### config.mk
export PLATFORM = sky130hd
export DESIGN_NAME = serial_subtractor
export DESIGN_NICKNAME = d
export VERILOG_FILES = /design/src/rtl/serial_subtractor_pkg.sv /design/src/rtl/full_subtractor.sv /design/src/rtl/serial_subtractor.sv
export SDC_FILE = /design/constraint.sdc
export NUM_CORES = 1
export LEC_CHECK = 0
export CAP_MARGIN = 20
export CORE_UTILIZATION = 42
export DETAILED_ROUTE_END_ITERATION = 10
export HOLD_SLACK_MARGIN = 0.05
export MAX_ROUTING_LAYER = met4
export PLACE_DENSITY = 0.66
export SETUP_SLACK_MARGIN = 0.4
export SLEW_MARGIN = 0
export SYNTH_ARGS = -nofsm -noshare
export SYNTH_HDL_FRONTEND = slang
export SYNTH_SLANG_ARGS = --single-unit
### constraint.sdc
create_clock -name clk -period 2.8 [get_ports clk]
set_input_delay 0.42 -clock clk [delete_from_list [all_inputs] [get_ports clk]]
set_output_delay 0.42 -clock clk [all_outputs]
set_load 0.01 [all_outputs]
### src/rtl/serial_subtractor_pkg.sv
// Shared definitions for the bit-serial arithmetic blocks: FSM state
// encoding and the sizing rule for the bit-step counter.
package serial_subtractor_pkg;

  typedef enum logic [1:0] {
    IDLE  = 2'd0,
    SHIFT = 2'd1,
    DONE  = 2'd2
  } state_t;

  localparam int unsigned DEFAULT_WIDTH = 8;

  // Counter width for a block of the given operand width; never below one bit.
  function automatic int unsigned cnt_width(input int unsigned width);
    return (width < 2) ? 1 : $clog2(width);
  endfunction

endpackage

### src/rtl/full_subtractor.sv
// One-bit full subtractor cell, the subtract-direction twin of full_adder.
module full_subtractor (
  input  logic a,
  input  logic b,
  input  logic b_in,
  output logic diff,
  output logic b_out
);

  assign diff  = a ^ b ^ b_in;
  assign b_out = (~a & b) | (~(a ^ b) & b_in);

endmodule

### src/rtl/serial_subtractor.sv
// Bit-serial WIDTH-bit subtractor (diff = a - b), LSB first, one bit per
// clock through a single full_subtractor cell and a registered borrow.
module serial_subtractor
  import serial_subtractor_pkg::*;
#(
  parameter int unsigned WIDTH = DEFAULT_WIDTH
) (
  input  logic             clk,
  input  logic             rst_n,
  input  logic             start,
  input  logic [WIDTH-1:0] a,
  input  logic [WIDTH-1:0] b,
  output logic             busy,
  output logic             done,
  output logic [WIDTH-1:0] diff,
  output logic             borrow_out,
  output logic             overflow
);

  localparam int unsigned CNT_W = cnt_width(WIDTH);
  localparam logic [CNT_W-1:0] LAST_STEP = CNT_W'(WIDTH - 1);

  state_t             state;
  logic [WIDTH-1:0]   a_sr;
  logic [WIDTH-1:0]   b_sr;
  logic [WIDTH-1:0]   r_sr;
  logic [CNT_W-1:0]   cnt;
  logic               borrow;
  logic               a_msb;
  logic               b_msb;
  logic               d_bit;
  logic               b_bit;
  logic               load;
  logic [WIDTH-1:0]   r_next;

  full_subtractor u_fs (
    .a     (a_sr[0]),
    .b     (b_sr[0]),
    .b_in  (borrow),
    .diff  (d_bit),
    .b_out (b_bit)
  );

  assign load   = start && ((state == IDLE) || (state == DONE));
  assign r_next = {d_bit, r_sr[WIDTH-1:1]};

  always_ff @(posedge clk) begin
    if (!rst_n) begin
      state      <= IDLE;
      a_sr       <= '0;
      b_sr       <= '0;
      r_sr       <= '0;
      cnt        <= '0;
      borrow     <= 1'b0;
      a_msb      <= 1'b0;
      b_msb      <= 1'b0;
      busy       <= 1'b0;
      done       <= 1'b0;
      diff       <= '0;
      borrow_out <= 1'b0;
      overflow   <= 1'b0;
    end else if (load) begin
      // Reload from IDLE or straight out of DONE for back-to-back operation.
      state  <= SHIFT;
      a_sr   <= a;
      b_sr   <= b;
      r_sr   <= '0;
      cnt    <= '0;
      borrow <= 1'b0;
      a_msb  <= a[WIDTH-1];
      b_msb  <= b[WIDTH-1];
      busy   <= 1'b1;
      done   <= 1'b0;
    end else begin
      case (state)
        SHIFT: begin
          a_sr   <= a_sr >> 1;
          b_sr   <= b_sr >> 1;
          r_sr   <= r_next;
          borrow <= b_bit;
          cnt    <= cnt + 1'b1;
          if (cnt == LAST_STEP) begin
            // Results are taken from the final step directly so they are
            // valid in the same cycle done is asserted.
            state      <= DONE;
            busy       <= 1'b0;
            done       <= 1'b1;
            diff       <= r_next;
            borrow_out <= b_bit;
            overflow   <= (a_msb != b_msb) && (d_bit != a_msb);
          end
        end
        DONE: begin
          state <= IDLE;
          done  <= 1'b0;
        end
        default: begin
          state <= IDLE;
          busy  <= 1'b0;
          done  <= 1'b0;
        end
      endcase
    end
  end

endmodule

==> summary.md <==
| Metric | Value |
|---|---|
| Top post-synthesis cells by area | `dfxtp_1, nand2_1, a21oi_1, a31oi_1, o21ai_0` |
| CTS tree | `built` |
| Switching Fraction | `0.224` |
| Total nets after synthesis | `222` |
| Clock Tree Root | `clkbuf_8` |
| Final wirelength | `between 3000 and 4000 um` |
| Final Wtd Congestion | `just over 0.7` |
| Initial core utilization | `0.446` |
| Area leader, netlist | `dfxtp_1` |
| Number of enable flip-flop cells after synthesis | `0` |
| Max-slew violations | `0` |
| TNS Setup | `0 ns` |
| Wire length on met1 | `around 1700 um` |
| Cell internal pwr | `0.000966 W` |
| Layout cells sized above 1 | `0.0529` |
| Largest net degree at the start of global routing | `28` |
| Critical Path End | `done` |
| Slowest stage delay, CP | `0.56 ns` |
| Initial antenna violation count | `0` |
| Final ANT Viol Nets | `0` |
| Worst EP required | `2.38 ns` |
| Design Power | `between 0.001 and 0.0015 W` |
| First-pass GRT wire length | `around 5600 um` |
| Crit-path leading delay family | `buffers and inverters` |
| Area of the die | `0.00420 mm2` |
| IO Pins | `31` |
| # setup viols final | `0` |
| Maxcap violations | `0` |
| Worst setup startpoint | `state[1]$_SDFFE_PP0N_` |
| Via Count | `1357` |
| Die Ht | `64.8 um` |
| CTS max path bufs | `2` |
| Gate power share | `0.102` |
| FF-to-FF path depth | `3` |
| Clock skew | `0.00767 ns` |
| R2r setup slk | `1.14 ns` |
| Worst path cell trace | `clkdlybuf4s50_1` |
| Post-synthesis sequential area ratio | `0.508` |
| Vias in the first global route | `1241` |
| Pwr Density | `604 mW/mm2` |
| Clock Latency Late Sink | `~0.3 ns` |
| Nets | `249` |
| Final worst path period share | `0.594` |
| DR top layer | `met4` |
| TritonRoute pass-1 iters | `4` |
| Num CTS Buffers | `5` |
| CP max stage cell | `clkdlybuf4s50_1` |
| CTS sink cnt | `42` |
| Reg power frac | `0.513` |
| CP Class | `reg -> out` |
| Most frequent cells in the layout | `nand2_1, dfxtp_1, clkdlybuf4s50_1` |
| DR vias/cell | `4.93` |
| Crit path time final | `1.66 ns` |
| Post-synth top area share | `0.508` |
| H-tree depth | `2` |
| Seq cells post-synth | `42` |
| WL/cell | `11.9 um` |
| CP Depth | `1` |
| Most common cell after layout, fill and taps aside | `nand2_1` |
| Buffer and inverter count on the worst path | `1` |
| Startpoint types | `register` |
| Max_slew headroom | `0.325` |
| Hold WC Path Type | `reg -> reg` |
| Fmax | `601 MHz` |
| RSZ-0062 raised after global routing | `false` |
| Met3 WL | `97 um` |
| Gr usage total | `0.179` |
| Finished Core Util | `0.555` |
| Post-synthesis cell type count | `30` |
| Psw | `about 0.00028 W` |
| Synthesized area per cell | `around 8.3 um2` |
| WL met2 | `1400 um` |
| Leak | `0.711 nW` |
| Critical path peak fanout | `6` |
| Dominant synthesized flop cell | `dfxtp_1` |
| Clock-pin slew on the worst setup and hold paths | `about 0.070 ns` |
| Post-CTS Hold Buffers | `0` |
| Crit path DAT | `1.24 ns` |
| Grt total ovfl | `0` |
| Layout area overhead | `24.4%` |
| DR iter-0 viols | `108` |
| N_diodes | `0` |
| Yosys warns | `0` |
| Worst r2r src | `state[0]$_SDFFE_PN0P_` |
| Synth Instances | `200` |
| Cell row count | `22` |
| Worst vdd ir | `0.293 mV` |
| Reg2reg end | `busy$_SDFFE_PN0P_` |
| Synth async-reset ratio | `0` |
| Mapped cell area | `0.00166 mm2` |
| IO Port Bufs | `30` |
| Postcts setup bufs | `0` |
| CP Capture Type | `primary output` |
| Dpl hpwl | `2160 um` |
| Cts repair resizes | `0` |
| Remaining DRCs | `0` |
| Chip Width | `64.8 um` |
| Final hold vios | `0` |
| Worst-Margin Slew | `1.01 ns` |
| Share of total power in the clock network | `0.385` |
| Status | `completed` |
| Core ar. | `0.00372 mm2` |
==> per-stage QoR <==
stage	area, um2	std cells	setup slack, ns	hold WS (ns)
2_1_floorplan	1660	200	1.27	0.432
3_3_place_gp	1950	268	0.860	0.444
3_5_place_dp	1950	268	0.822	0.446
4_1_cts	2060	275	1.12	0.457
5_1_grt	2060	275	0.954	0.469
6_report	2060	275	1.14	0.454
==> cells in the mapped netlist, drive strengths merged (3+ instances only) <==
cell type,instances
buf,11
o21ai,13
a31oi,13
nand3,3
dfxtp,42
nand2,63
inv,3
a21oi,23
nor2,6
==> area by class of cell <==
class,count,area [um2]
Timing Repair Buffer,33,323
Inverter,4,15.0
Multi-Input combinational cell,141,709
Fill cell,334,1660
Tap cell,48,60.1
Clock buffer,6,82.6
Clock inverter,1,30.0
Sequential cell,42,841
==> registers in the layout, summed over array words and instances (netlist names) <==
register	flops
b_msb	1
a_sr	8
state	2
a_msb	1
r_sr	7
borrow	1
busy	1
cnt	3
borrow_out	1
b_sr	8
overflow	1
diff	8
==> logic make-up (layout without fill, tap and decap cells) <==
| logic type | count (synthesis) | count (layout) | synth area share |
|---|---|---|---|
| AO/OA/AOI/OAI | 55 | 55 | 0.189 |
| XOR/XNOR | 1 | 1 | 0.00529 |
| adder cells (fa/ha/maj) | 3 | 3 | 0.0272 |
| buffers and inverters | 17 | 44 | 0.0642 |
| flip-flops | 42 | 42 | 0.508 |
| AND/OR/NAND/NOR | 82 | 82 | 0.207 |
==> worst min-delay path by stage <==
stage	start	endpoint	slack [ns]	cells after the start
floorplan	r_sr[1]$_SDFFE_PP0P_	diff[0]$_SDFFE_PN0P_	0.43	2
global placement	diff[6]$_SDFFE_PN0P_	diff[6]$_SDFFE_PN0P_	0.44	2
detailed placement	diff[2]$_SDFFE_PN0P_	diff[2]$_SDFFE_PN0P_	0.45	2
CTS	diff[2]$_SDFFE_PN0P_	diff[2]$_SDFFE_PN0P_	0.46	2
global route	diff[6]$_SDFFE_PN0P_	diff[6]$_SDFFE_PN0P_	0.47	2
finish	diff[5]$_SDFFE_PN0P_	diff[5]$_SDFFE_PN0P_	0.45	2
==> worst min-delay path, cell delays in order (launching register included) <==
cell and delay (ns):
dfxtp_1 0.31, nand2_1 0.05, a21oi_1 0.05
==> power by group through the flow <==
stage	Combinational, W	Sequential [W]	Clock, W
floorplan	0.0000923	0.000650	0
global placement	0.000127	0.000652	0
detailed placement	0.000129	0.000653	0
CTS	0.000129	0.000639	0.000490
global route	0.000144	0.000643	0.000517
finish	0.000127	0.000639	0.000479
==> routing by layer <==
metal	vias up	GRT usage
met3	8	0.0370
met2	21	0.257
met4	0	0.0917
li1	729	-
met1	599	0.235
met5	-	-
Power figures use the tool's default switching activity.
